$ cat config.mk
export PLATFORM = sky130hd
export DESIGN_NAME = bt_encoder
export DESIGN_NICKNAME = d
export VERILOG_FILES = /design/src/rtl/bt_proto_pkg.sv /design/src/rtl/bt_pkt_fifo.sv /design/src/rtl/bt_encoder.sv
export SDC_FILE = /design/constraint.sdc
export NUM_CORES = 1
export LEC_CHECK = 0
export ABC_AREA = 1
export BUFFER_PORTS_ARGS = -buffer_cell sky130_fd_sc_hd__buf_2
export CORE_MARGIN = 2
export CORE_UTILIZATION = 67
export CTS_BUF_LIST = sky130_fd_sc_hd__clkbuf_8
export CTS_CLUSTER_SIZE = 10
export DETAILED_ROUTE_END_ITERATION = 8
export GPL_TIMING_DRIVEN = 0
export PLACE_DENSITY = 0.91
export SETUP_SLACK_MARGIN = 0.15
export SLEW_MARGIN = 20
export SYNTH_ARGS = -nofsm -noshare
export SYNTH_HDL_FRONTEND = slang
export SYNTH_SLANG_ARGS = --single-unit
$ cat constraint.sdc
create_clock -name clk -period 3.6 [get_ports clk]
set_input_delay 0.36 -clock clk [delete_from_list [all_inputs] [get_ports clk]]
set_output_delay 0.36 -clock clk [all_outputs]
set_load 0.03 [all_outputs]
$ cat src/rtl/bt_proto_pkg.sv
// Shared framing constants, state encodings and byte builders for the host-link
// encoder and decoder.
package bt_proto_pkg;

    localparam logic [1:0] HDR_PREFIX  = 2'b11;
    localparam logic [1:0] DATA_PREFIX = 2'b00;
    localparam logic [1:0] CHK_PREFIX  = 2'b10;

    localparam logic [2:0] CMD_MOVE = 3'd1;
    localparam logic [2:0] CMD_DRAW = 3'd2;
    localparam logic [2:0] CMD_PICK = 3'd3;

    localparam int unsigned PKT_W = 15;

    localparam logic [2:0] S_IDLE = 3'd0;
    localparam logic [2:0] S_HDR  = 3'd1;
    localparam logic [2:0] S_X    = 3'd2;
    localparam logic [2:0] S_Y    = 3'd3;
    localparam logic [2:0] S_CHK  = 3'd4;

    typedef struct packed {
        logic [2:0] cmd;
        logic [5:0] x;
        logic [5:0] y;
    } bt_pkt_t;

    function automatic logic [7:0] hdr_byte(input logic [2:0] cmd);
        return {HDR_PREFIX, 3'b000, cmd};
    endfunction

    function automatic logic [7:0] data_byte(input logic [5:0] v);
        return {DATA_PREFIX, v};
    endfunction

    // Checksum prefix 10 is skipped by older decoders waiting for a header.
    function automatic logic [7:0] chk_byte(input bt_pkt_t p);
        return {CHK_PREFIX, {3'b000, p.cmd} ^ p.x ^ p.y};
    endfunction

endpackage

$ cat src/rtl/bt_pkt_fifo.sv
// Synchronous packet FIFO with registered occupancy count; full/empty derive from
// the count only, so a push into a full FIFO is refused even alongside a pop.
module bt_pkt_fifo #(
    parameter int unsigned WIDTH = 15,
    parameter int unsigned DEPTH = 4
) (
    input  logic             clk,
    input  logic             reset,
    input  logic             i_push,
    input  logic [WIDTH-1:0] i_wdata,
    input  logic             i_pop,
    output logic [WIDTH-1:0] o_rdata,
    output logic             o_full,
    output logic             o_empty
);

    localparam int unsigned AW = (DEPTH > 1) ? $clog2(DEPTH) : 1;
    localparam int unsigned CW = AW + 1;
    localparam logic [AW-1:0] PTR_ONE  = AW'(1);
    localparam logic [CW-1:0] CNT_ONE  = CW'(1);
    localparam logic [CW-1:0] CNT_FULL = CW'(DEPTH);

    logic [WIDTH-1:0] r_mem [DEPTH];
    logic [AW-1:0]    r_wr_ptr;
    logic [AW-1:0]    r_rd_ptr;
    logic [CW-1:0]    r_count;
    logic             w_do_push;
    logic             w_do_pop;

    assign o_full    = (r_count == CNT_FULL);
    assign o_empty   = (r_count == '0);
    assign w_do_push = i_push & ~o_full;
    assign w_do_pop  = i_pop & ~o_empty;
    assign o_rdata   = r_mem[r_rd_ptr];

    always_ff @(posedge clk) begin
        if (w_do_push) begin
            r_mem[r_wr_ptr] <= i_wdata;
        end
    end

    // Pointers wrap naturally because DEPTH is a power of two.
    always_ff @(posedge clk) begin
        if (reset) begin
            r_wr_ptr <= '0;
            r_rd_ptr <= '0;
            r_count  <= '0;
        end else begin
            if (w_do_push) begin
                r_wr_ptr <= r_wr_ptr + PTR_ONE;
            end
            if (w_do_pop) begin
                r_rd_ptr <= r_rd_ptr + PTR_ONE;
            end
            if (w_do_push && !w_do_pop) begin
                r_count <= r_count + CNT_ONE;
            end else if (!w_do_push && w_do_pop) begin
                r_count <= r_count - CNT_ONE;
            end
        end
    end

endmodule

$ cat src/rtl/bt_encoder.sv
// Host-link packet serializer: queues {cmd, x, y} packets and streams framed bytes
// to the UART. Define BT_ENC_CHECKSUM_EN to append a fourth checksum byte per frame.
module bt_encoder
    import bt_proto_pkg::*;
#(
    parameter int unsigned FIFO_DEPTH = 4
) (
    input  logic       clk,
    input  logic       reset,
    input  logic       cmd_valid,
    output logic       cmd_ready,
    input  logic [2:0] command_id,
    input  logic [5:0] x_in,
    input  logic [5:0] y_in,
    output logic       tx_valid,
    input  logic       tx_ready,
    output logic [7:0] tx_byte,
    output logic       busy
);

    logic [2:0]       r_state;
    bt_pkt_t          r_pkt;
    logic             r_tx_valid;
    logic [7:0]       r_tx_byte;

    logic [2:0]       w_state_d;
    bt_pkt_t          w_pkt_d;
    logic             w_tx_valid_d;
    logic [7:0]       w_tx_byte_d;
    logic             w_accept;
    logic             w_last;
    logic             w_pop;
    logic             w_full;
    logic             w_empty;
    logic [PKT_W-1:0] w_rdata;
    bt_pkt_t          w_fifo_pkt;

    bt_pkt_fifo #(
        .WIDTH (PKT_W),
        .DEPTH (FIFO_DEPTH)
    ) u_fifo (
        .clk     (clk),
        .reset   (reset),
        .i_push  (cmd_valid),
        .i_wdata ({command_id, x_in, y_in}),
        .i_pop   (w_pop),
        .o_rdata (w_rdata),
        .o_full  (w_full),
        .o_empty (w_empty)
    );

    assign w_fifo_pkt = w_rdata;
    assign w_accept   = r_tx_valid & tx_ready;

    always_comb begin
        w_state_d    = r_state;
        w_pkt_d      = r_pkt;
        w_tx_valid_d = r_tx_valid;
        w_tx_byte_d  = r_tx_byte;
        w_pop        = 1'b0;
        w_last       = 1'b0;

        case (r_state)
            S_IDLE: begin
                if (!w_empty) begin
                    w_pop        = 1'b1;
                    w_pkt_d      = w_fifo_pkt;
                    w_tx_byte_d  = hdr_byte(w_fifo_pkt.cmd);
                    w_tx_valid_d = 1'b1;
                    w_state_d    = S_HDR;
                end
            end
            S_HDR: begin
                if (w_accept) begin
                    w_tx_byte_d = data_byte(r_pkt.x);
                    w_state_d   = S_X;
                end
            end
            S_X: begin
                if (w_accept) begin
                    w_tx_byte_d = data_byte(r_pkt.y);
                    w_state_d   = S_Y;
                end
            end
            S_Y: begin
                if (w_accept) begin
`ifdef BT_ENC_CHECKSUM_EN
                    w_tx_byte_d = chk_byte(r_pkt);
                    w_state_d   = S_CHK;
`else
                    w_last      = 1'b1;
`endif
                end
            end
`ifdef BT_ENC_CHECKSUM_EN
            S_CHK: begin
                if (w_accept) begin
                    w_last = 1'b1;
                end
            end
`endif
            default: begin
                w_state_d    = S_IDLE;
                w_tx_valid_d = 1'b0;
            end
        endcase

        // Final byte taken: chain straight into the next header when one is queued.
        if (w_last) begin
            if (!w_empty) begin
                w_pop       = 1'b1;
                w_pkt_d     = w_fifo_pkt;
                w_tx_byte_d = hdr_byte(w_fifo_pkt.cmd);
                w_state_d   = S_HDR;
            end else begin
                w_tx_valid_d = 1'b0;
                w_state_d    = S_IDLE;
            end
        end
    end

    always_ff @(posedge clk) begin
        if (reset) begin
            r_state    <= S_IDLE;
            r_pkt      <= '0;
            r_tx_valid <= 1'b0;
            r_tx_byte  <= 8'h00;
        end else begin
            r_state    <= w_state_d;
            r_pkt      <= w_pkt_d;
            r_tx_valid <= w_tx_valid_d;
            r_tx_byte  <= w_tx_byte_d;
        end
    end

    assign cmd_ready = ~w_full;
    assign tx_valid  = r_tx_valid;
    assign tx_byte   = r_tx_byte;
    assign busy      = (r_state != S_IDLE) | ~w_empty;

endmodule
==> impl_metrics.py, run 1 <==
metrics = {
    "timing": {
        "fmax_mhz": 406,
        "hold_viol_final": 0,
        "fin_crit_ns": 2.47,
        "relSlewSlack_pct": 40.1,
        "finalSetupViolCount": 0,
        "fin_crit_sh_pct": 68.5,
        "slew_viol_final": 0,
        "setup_tns_ns": 0,
        "tightestPinTransition_ns": 0.897,
        "rsz0062_at_grt": "no",
        "finalClockSkew_ns": 0.0102,
    },
    "floorplan": {
        "die_x_um": 80.6,
        "row_count": 27,
        "start_util_pct": 70.5,
        "fp.dieH_um": 80.6,
        "num_io_pins": 30,
        "design.core.area_um2": 5570,
        "die-area_um2": 6490,
    },
    "critical_path": {
        "r2r_start": "r_state[0]$_SDFFE_PP0P_",
        "crit_arrival_ns": 2.71,
        "ff2ff_path_depth": 13,
        "crit_start": "r_state[0]$_SDFFE_PP0P_",
        "crit_fanout": 10,
        "critPathCaptureType": "flip-flop",
        "endpoint": "u_fifo.r_count[2]$_SDFFE_PP0P_",
        "crit_type": "flip-flop to flip-flop",
        "cp-start-kind": "flip-flop",
        "crit_required_ns": 3.84,
        "rrSetupSlack_ns": 1.13,
        "reg2reg_to": "u_fifo.r_count[2]$_SDFFE_PP0P_",
    },
    "drt": {
        "vias": 2817,
        "vias_per_cell": 5.66,
        "wirelength_um": 7700,
        "routedWlPerCell_um": 15.5,
        "dr.pass1.iters": 6,
        "first_iter_violations": 295,
        "ant_nets": 0,
        "drc": 0,
    },
    "synthesis": {
        "synth_top_family_by_area": "simple AND/OR/NAND/NOR gates",
        "post-synth-top-count-cell": "nand2_1",
        "post-synth-top-area-cell": "edfxtp_1",
        "yosysTopAreaCellShare_pct": 45.9,
        "syn_inst": 382,
        "syn_area_per_cell_um2": 10.3,
        "yosys.area_share.simple_pct": 17.0,
        "synthXorXnorAreaFrac_pct": 0,
        "ys_ff_latch": 92,
        "synthTopCellsByArea": "edfxtp_1, dfxtp_1, nand2_1, nor2_1, o21ai_0",
        "synth_compound_area_share_pct": 10.5,
        "yosysUniqueCellTypes": 27,
        "syn_area_um2": 3930,
        "ys_top_cells_by_count": "nand2_1, edfxtp_1, nor2_1, o21ai_0, inv_1",
        "synthFlopType": "edfxtp_1",
        "ys_async_sr_fraction_pct": 0,
        "muxShareOfSynthArea_pct": 0,
        "yosysWarnings": 0,
        "synth-adder-area-share_pct": 4.01,
        "synth_nets": 413,
        "synth-edff-count": 60,
        "ys_seq_area_share_pct": 62.2,
    },
    "job": {
        "max_cap_viol_count": 0,
    },
    "min_path": {
        "hp-class": "input port to flip-flop",
        "holdPathStages": 1,
    },
    "pwr": {
        "p_per_area_nw_per_um2": 821,
        "vdd.ir_drop.worst_uv": 461,
        "leakage_nw": 1.80,
    },
    "cells_and_area": {
        "area_growth_pct": 11.6,
        "finish.instance_area_um2": 4380,
        "drive_gt1_share_pct": 21.4,
        "antenna_cells": 0,
        "nets": 452,
    },
    "clock_network": {
        "h-tree-depth": 3,
        "cts_tree": "done",
        "root_buffer": "clkbuf_8",
        "cts_buffer_depth": 2,
        "clk_pin_slew_ns": 0.09,
        "insertion_delay_ns": 0.36,
        "post_cts_buffers": 0,
        "ctsResizeCount": 0,
        "numCtsBuffers": 9,
        "cts_hold_buf": 0,
        "cts_sinks": 92,
    },
    "place": {
        "gp_congestion": 0.791,
        "placed_cell_area_um2": 4170,
        "io_buffers": 28,
        "dpl.hpwl_um": 4910,
    },
    "global_routing": {
        "grt_start_max_net_pins": 17,
        "first_global_vias": 2606,
        "antenna_found_initial": 0,
        "track_usage_pct": 26.0,
        "grt_pass1_wl_um": 12400,
        "grt_remaining_overflow": 0,
    },
    "status": {
        "outcome": "complete, no violations",
    },
}
sequential cells by signal, indices dropped and copies added, names as in the netlist, named ones only:
register         count
u_fifo.r_mem        60
r_pkt               12
tx_byte              8
u_fifo.r_count       3
r_state              2
u_fifo.r_rd_ptr      2
u_fifo.r_wr_ptr      2
tx_valid             1
final cells by class:
cell class,instances,area [um2]
flip-flops and latches,92,2440
multi-input cells,238,1250
fillers,343,1190
repair buffers,28,140
inverters,36,138
clock buffers,9,124
plain buffers,16,111
clock inverters,7,92.6
well taps,72,90.1
stage by stage:
stage	utilization [%]	cells	hold slack (ns)	power (mW)	setup WS [ns]
2_1_floorplan	-	382	0.459	2.49	1.44
3_3_place_gp	74.6	482	0.454	2.77	1.32
4_1_cts	78.7	498	0.194	3.59	1.13
6_report	78.7	498	0.202	3.60	1.13
3_5_place_dp	74.8	482	0.461	2.83	1.22
5_1_grt	78.7	498	0.198	3.82	0.924
kinds of logic after synthesis:
| group | Yosys count |
|---|---|
| DFF | 92 |
| AOI/OAI and AO/OA | 75 |
| and+or+nand+nor | 151 |
| buffers and inverters | 52 |
| adders and majority gates | 12 |
layout by cell type (no fill, tap or decap):
cell type / Yosys / layout
nand2_1: 64 / 64
buf_6: 2 / 2
buf_1: 1 / 1
o21a_1: 1 / 1
inv_4: 1 / 1
buf_4: 2 / 2
clkinvlp_4: 0 / 1
a21oi_1: 13 / 13
buf_2: 9 / 37
o21ai_2: 2 / 2
bufinv_16: 0 / 2
nor2_4: 2 / 2
a22o_1: 3 / 3
nor2_1: 49 / 45
inv_1: 34 / 36
ha_1: 11 / 11
inv_6: 0 / 1
nand2_4: 2 / 2
o21ai_1: 9 / 9
dfxtp_1: 32 / 32
fa_1: 1 / 1
nand3_1: 12 / 12
edfxtp_1: 60 / 60
o21ai_0: 35 / 35
clkinv_4: 0 / 1
clkbuf_8: 0 / 9
clkbuf_2: 1 / 1
buf_12: 1 / 1
nor2_2: 18 / 22
nand2_2: 4 / 4
o22ai_1: 12 / 12
inv_2: 1 / 1
how the worst min path moves through the flow:
stage                                     start                       endpoint
after floorplan                         y_in[0]   u_fifo.r_mem[0][0]$_DFFE_PP_
after global placement    tx_byte[3]$_SDFF_PP0_          tx_byte[3]$_SDFF_PP0_
after detailed placement  tx_byte[4]$_SDFF_PP0_          tx_byte[4]$_SDFF_PP0_
after CTS                               y_in[1]   u_fifo.r_mem[3][1]$_DFFE_PP_
after global routing              command_id[1]  u_fifo.r_mem[1][13]$_DFFE_PP_
final                                   y_in[1]   u_fifo.r_mem[1][1]$_DFFE_PP_
worst max-delay path: stages, from the launching register on:
cell and delay (ns):
dfxtp_1 0.40, inv_1 0.11, ha_1 0.27, nand2_2 0.12
nand2_4 0.09, inv_4 0.08, buf_12 0.13, ha_1 0.14
inv_1 0.07, fa_1 0.41, a21oi_1 0.17, o21ai_0 0.13
o21ai_0 0.16, a21oi_1 0.05
metal layers:
metal / track usage, % / vias to the layer above / wire length (um)
li1: - / 1354 / -
met2: 43.3 / 132 / 3870
met4: 12.5 / 0 / 169
met3: 5.51 / 18 / 531
met5: 0 / - / 0
met1: 32.4 / 1313 / 3130
report_power, final:
| part | internal, mW | switching (mW) |
|---|---|---|
| clock | 0.390 | 0.357 |
| combinational | 0.467 | 0.919 |
| sequential | 1.34 | 0.122 |
| total | 2.20 | 1.40 |
(Power assumes the default switching activity.)
==> inputs of run 2 (changes only) <==
--- a/config.mk
+++ b/config.mk
@@ -8,12 +8,12 @@
 export ABC_AREA = 1
 export BUFFER_PORTS_ARGS = -buffer_cell sky130_fd_sc_hd__buf_2
 export CORE_MARGIN = 2
-export CORE_UTILIZATION = 67
+export CORE_UTILIZATION = 56
 export CTS_BUF_LIST = sky130_fd_sc_hd__clkbuf_8
 export CTS_CLUSTER_SIZE = 10
 export DETAILED_ROUTE_END_ITERATION = 8
 export GPL_TIMING_DRIVEN = 0
-export PLACE_DENSITY = 0.91
+export PLACE_DENSITY = 0.81
 export SETUP_SLACK_MARGIN = 0.15
 export SLEW_MARGIN = 20
 export SYNTH_ARGS = -nofsm -noshare
==> constraint.sdc (replaced) <==
create_clock -name clk -period 2.2 [get_ports clk]
set_input_delay 0.22 -clock clk [delete_from_list [all_inputs] [get_ports clk]]
set_output_delay 0.22 -clock clk [all_outputs]
set_load 0.03 [all_outputs]
==> run 2 against run 1 <==
  * Flip-flop and latch count unchanged
  * Critical endpoint unchanged
  * Wire length up 1.6%
  * Clock skew is 0.0036 ns lower
  * Maximum frequency is 24% higher
  * Hold slack lost 0.14 ns
  * Utilization shrank 12 points
  * Die area is 19% higher
  * Sequential power rose by 64%
  * Critical path type unchanged
  * Clock-buffer cell count stayed put
  * Largest power group is now combinational logic
==> impl_metrics.py, run 2 (synthesis gave the netlist of run 1 again) <==
metrics = {
    "status": {
        "outcome": "complete, no violations",
    },
    "global_routing": {
        "antenna_found_initial": 0,
        "grt_remaining_overflow": 0,
        "grt_pass1_wl_um": 12700,
        "grt_start_max_net_pins": 17,
        "track_usage_pct": 22.0,
        "first_global_vias": 2631,
    },
    "pwr": {
        "p_clk_share_pct": 18.8,
        "power_frac_seq_pct": 39.6,
        "p_int_mw": 3.67,
        "swShare_pct": 39.3,
        "comb_power_share_pct": 41.6,
        "p_switching_mw": 2.38,
        "p_per_area_nw_per_um2": 1340,
        "leakage_nw": 1.84,
        "vdd.ir_drop.worst_uv": 627,
    },
    "drt": {
        "drc": 0,
        "vias": 2840,
        "wirelength_um": 7830,
        "vias_per_cell": 5.36,
        "ant_nets": 0,
        "routedWlPerCell_um": 14.8,
        "dr.pass1.iters": 5,
        "first_iter_violations": 213,
    },
    "clock_network": {
        "cts_hold_buf": 0,
        "insertion_delay_ns": 0.36,
        "root_buffer": "clkbuf_8",
        "h-tree-depth": 3,
        "numCtsBuffers": 9,
        "cts_buffer_depth": 2,
        "cts_sinks": 92,
        "cts_tree": "done",
        "clk_pin_slew_ns": 0.09,
    },
    "cells_and_area": {
        "drive_gt1_share_pct": 26.3,
        "largest_register_ffs": 60,
        "area_growth_pct": 14.9,
        "largest_register": "u_fifo.r_mem",
        "final_cell_mix": "nand2_1, edfxtp_1, nor2_1",
        "fin_util_pct": 66.4,
        "antenna_cells": 0,
        "nets": 460,
        "multi_input_area_um2": 1290,
        "final_common_cell": "nand2_1",
        "fill_cells": 545,
        "regArea_um2": 2450,
    },
    "timing": {
        "finalClockSkew_ns": 0.00652,
        "slew_viol_final": 0,
        "setup_slack_ns": 0.209,
        "tightestPinTransition_ns": 0.928,
        "holdWs_ns": 0.0623,
        "fin_crit_ns": 1.99,
        "setup_tns_ns": 0,
        "fin_crit_sh_pct": 90.5,
        "finalSetupViolCount": 0,
        "hold_viol_final": 0,
        "fmax_mhz": 502,
        "relSlewSlack_pct": 38.1,
        "rsz0062_at_grt": "no",
    },
    "floorplan": {
        "die_x_um": 87.7,
        "design.core.area_um2": 6790,
        "num_io_pins": 30,
        "start_util_pct": 57.8,
        "row_count": 30,
        "die-area_um2": 7700,
        "fp.dieH_um": 87.7,
    },
    "critical_path": {
        "crit_fanout": 4,
        "critPathMaxStageDelay_ns": 0.37,
        "critPathCaptureType": "flip-flop",
        "cp-start-kind": "flip-flop",
        "crit_type": "flip-flop to flip-flop",
        "crit_arrival_ns": 2.24,
        "cp_slowest_cell": "fa_2",
        "worstPathCellList": "ha_2, inv_2, nor2_4, nand2_4, nand2_4, inv_4, buf_12, ha_4, inv_4, fa_2, a21oi_2, o21ai_1, o21ai_1, a21oi_1",
        "crit_required_ns": 2.45,
    },
    "place": {
        "dp_slack_ns": -0.0560,
        "io_buffers": 28,
        "gp_congestion": 0.820,
        "dpl.hpwl_um": 4950,
    },
    "job": {
        "max_cap_viol_count": 0,
    },
    "min_path": {
        "hp-class": "input port to flip-flop",
    },
}
==> run 2: cell type report <==
class	instances	area share [%]
repair buffers	36	4.44
well taps	96	2.66
plain buffers	16	2.47
flip-flops and latches	92	54.3
clock buffers	9	2.74
clock inverters	7	1.69
inverters	36	3.11
multi-input cells	238	28.6
==> run 2: power by group through the flow <==
| stage | Sequential, mW | Combinational, mW | Clock [mW] |
|---|---|---|---|
| global placement | 2.42 | 2.15 | 0 |
| detailed placement | 2.43 | 2.23 | 0 |
| global route | 2.43 | 2.79 | 1.23 |
| floorplan | 2.49 | 1.60 | 0 |
| CTS | 2.39 | 2.31 | 1.16 |
| finish | 2.39 | 2.51 | 1.13 |
==> run 2: final timing paths <==
path,start,endpoint,slack (ns),cells after the start
hold / removal,command_id[1],u_fifo.r_mem[1][13]$_DFFE_PP_,0.06,1
hold reg to reg,tx_byte[4]$_SDFF_PP0_,tx_byte[4]$_SDFF_PP0_,0.46,2
setup reg to reg,r_state[0]$_SDFFE_PP0P_,u_fifo.r_count[2]$_SDFFE_PP0P_,0.21,14
setup / recovery,r_state[0]$_SDFFE_PP0P_,u_fifo.r_count[2]$_SDFFE_PP0P_,0.21,14
==> run 2: through the flow <==
step                      cells  total power, mW  area [um2]
after global placement      506             4.56        4190
after floorplan             382             4.09        3930
after CTS                   526             5.86        4440
after global routing        530             6.44        4510
final                       530             6.04        4510
after detailed placement    506             4.65        4200
==> run 2: repair_timing <==
| action | in CTS | in global routing |
|---|---|---|
| endpoints found under the setup margin | 2 | 2 |
| resized for setup | 5 | 12 |
| setup buffers | 4 | 4 |
| hold endpoints to repair | 0 | 0 |
| pin swaps | 1 | 8 |
==> run 2: routing by layer <==
layer | part of all wire [%] | GRT usage (%) | vias to the layer above
met5 | 0 | 0 | -
met4 | 1.8 | 8.67 | 0
met3 | 6.5 | 5.00 | 15
met2 | 49 | 35.7 | 112
met1 | 43 | 29.1 | 1341
li1 | - | - | 1372
==> run 2: worst max-delay path: cells and delay by family, from the launching register on <==
family / cells / cell delay [ns]
AOI/OAI and AO/OA: 4 / 0.39
DFF: 1 / 0.34
and+or+nand+nor: 3 / 0.18
adders and majority gates: 3 / 0.68
buffers and inverters: 4 / 0.28
==> inputs of run 3 (changes only) <==
--- a/config.mk
+++ b/config.mk
@@ -7,13 +7,15 @@
 export LEC_CHECK = 0
 export ABC_AREA = 1
 export BUFFER_PORTS_ARGS = -buffer_cell sky130_fd_sc_hd__buf_2
+export CELL_PAD_IN_SITES_DETAIL_PLACEMENT = 1
+export CELL_PAD_IN_SITES_GLOBAL_PLACEMENT = 2
 export CORE_MARGIN = 2
-export CORE_UTILIZATION = 56
+export CORE_UTILIZATION = 36
 export CTS_BUF_LIST = sky130_fd_sc_hd__clkbuf_8
 export CTS_CLUSTER_SIZE = 10
 export DETAILED_ROUTE_END_ITERATION = 8
 export GPL_TIMING_DRIVEN = 0
-export PLACE_DENSITY = 0.81
+export PLACE_DENSITY = 0.8
 export SETUP_SLACK_MARGIN = 0.15
 export SLEW_MARGIN = 20
 export SYNTH_ARGS = -nofsm -noshare
==> run 3 against run 2 <==
  * Maximum frequency fell by 0.84%
  * Final cell count rose by 9.2%
  * Wire length rose by 12%
==> impl_metrics.py, run 3 (synthesis gave the netlist of run 1 again) <==
metrics = {
    "drt": {
        "vias_per_cell": 4.71,
        "dr.pass1.iters": 4,
        "wirelength_um": 8780,
        "vias": 2728,
        "drc": 0,
        "ant_nets": 0,
        "first_iter_violations": 120,
        "routedWlPerCell_um": 15.2,
    },
    "critical_path": {
        "crit_type": "flip-flop to flip-flop",
        "critPathCaptureType": "flip-flop",
        "crit_required_ns": 2.45,
        "crit_fanout": 4,
        "crit_arrival_ns": 2.26,
        "cp-start-kind": "flip-flop",
    },
    "clock_network": {
        "root_buffer": "clkbuf_8",
        "clk_pin_slew_ns": 0.09,
        "cts_tree": "done",
        "cts_sinks": 92,
        "h-tree-depth": 3,
        "cts_buffer_depth": 2,
        "numCtsBuffers": 9,
        "insertion_delay_ns": 0.36,
    },
    "cells_and_area": {
        "nets": 465,
        "final_cells": 579,
        "drive_gt1_share_pct": 27.1,
        "final_cell_mix": "nand2_1, edfxtp_1, nor2_1",
        "antenna_cells": 0,
        "final_common_cell": "nand2_1",
        "area_growth_pct": 18.0,
        "largest_register": "u_fifo.r_mem",
        "largest_register_ffs": 60,
    },
    "timing": {
        "holdWs_ns": 0.0780,
        "tightestPinTransition_ns": 0.530,
        "fmax_mhz": 498,
        "fin_crit_sh_pct": 91.3,
        "rsz0062_at_grt": "yes",
        "finalSetupViolCount": 0,
        "finalClockSkew_ns": 0.00929,
        "fin_crit_ns": 2.01,
        "slew_viol_final": 0,
        "hold_viol_final": 0,
        "setup_slack_ns": 0.192,
        "relSlewSlack_pct": 64.6,
    },
    "min_path": {
        "hp-class": "input port to flip-flop",
    },
    "global_routing": {
        "first_global_vias": 2820,
        "antenna_found_initial": 0,
        "grt_pass1_wl_um": 14200,
        "track_usage_pct": 16.1,
        "grt_remaining_overflow": 0,
        "grt_start_max_net_pins": 16,
    },
    "pwr": {
        "leakage_nw": 1.85,
        "p_per_area_nw_per_um2": 1320,
        "vdd.ir_drop.worst_uv": 475,
    },
    "floorplan": {
        "num_io_pins": 30,
        "die_x_um": 108,
        "fp.dieH_um": 108,
        "design.core.area_um2": 10700,
        "die-area_um2": 11800,
        "start_util_pct": 36.6,
        "row_count": 38,
    },
    "place": {
        "io_buffers": 28,
        "dp_slack_ns": -0.0990,
        "dpl.hpwl_um": 6210,
        "gp_congestion": 0.723,
        "placed_cells": 554,
    },
    "job": {
        "max_cap_viol_count": 0,
    },
    "status": {
        "outcome": "complete, no violations",
    },
}
[run 3: cell count changes in the layout (fill, tap and decap cells not counted), moves of 2 or more]
cell      delta
inv_2        -3
clkinv_1     +3
clkinv_4     -2
buf_6        +4
inv_4        +3
o21ai_2      +2
o21ai_1      -2
[run 3: critical path, cell delays in order, from the launching register on]
cell and delay, ns:
dfxtp_4 0.38, ha_4 0.17, inv_4 0.06, nor2_4 0.04, nand2_2 0.08, nand2_4 0.06, inv_4 0.06, buf_12 0.09
ha_4 0.12, inv_4 0.04, fa_2 0.38, a21oi_2 0.16, o21ai_2 0.08, o21ai_1 0.13, a21oi_1 0.05
[run 3: path summary, 6_finish.rpt]
path / start / end / slack, ns / cells after the start
worst max-delay path: r_state[1]$_SDFFE_PP0P_ / u_fifo.r_count[2]$_SDFFE_PP0P_ / 0.19 / 14
worst min-delay path: y_in[3] / u_fifo.r_mem[1][3]$_DFFE_PP_ / 0.08 / 1
worst max register to register: r_state[1]$_SDFFE_PP0P_ / u_fifo.r_count[2]$_SDFFE_PP0P_ / 0.19 / 14
worst min register to register: tx_byte[4]$_SDFF_PP0_ / tx_byte[4]$_SDFF_PP0_ / 0.49 / 2
[run 3: power by group]
group          switching, mW  internal (mW)  total [mW]
Combinational           1.62          0.968        2.59
Clock                  0.596          0.520        1.12
Sequential             0.201           2.21        2.41
[run 3: cell type report]
class	instances	area (um2)
Tap cell	140	175
Multi-Input combinational cell	238	1300
Buffer	16	111
Clock inverter	7	66.3
Fill cell	1227	6110
Inverter	36	148
Sequential cell	92	2450
Timing Repair Buffer	41	253
Clock buffer	9	124
[run 3: per-stage QoR]
| stage | setup TNS, ns | utilization [%] | cell area (um2) | power, mW |
|---|---|---|---|---|
| after CTS | 0 | 42.2 | 4530 | 5.99 |
| after global placement | -10.44 | 39.5 | 4250 | 4.68 |
| after detailed placement | -0.107 | 40.0 | 4300 | 4.79 |
| after floorplan | 0 | - | 3930 | 4.09 |
| after global routing | 0 | 43.1 | 4630 | 6.57 |
| final | 0 | 43.1 | 4630 | 6.12 |
[run 3: what timing repair did]
action,CTS,global route
setup endpoints to repair,2,2
buffers inserted,4,5
resized for setup,7,16
pin swaps,2,9
hold buffers,0,0
[run 3: metal layers]
metal	wire length [um]	up-vias	track usage, %
met3	283	7	3.25
met1	4060	1292	20.7
met4	92	0	4.12
met5	0	-	0
li1	-	1380	-
met2	4340	49	27.6
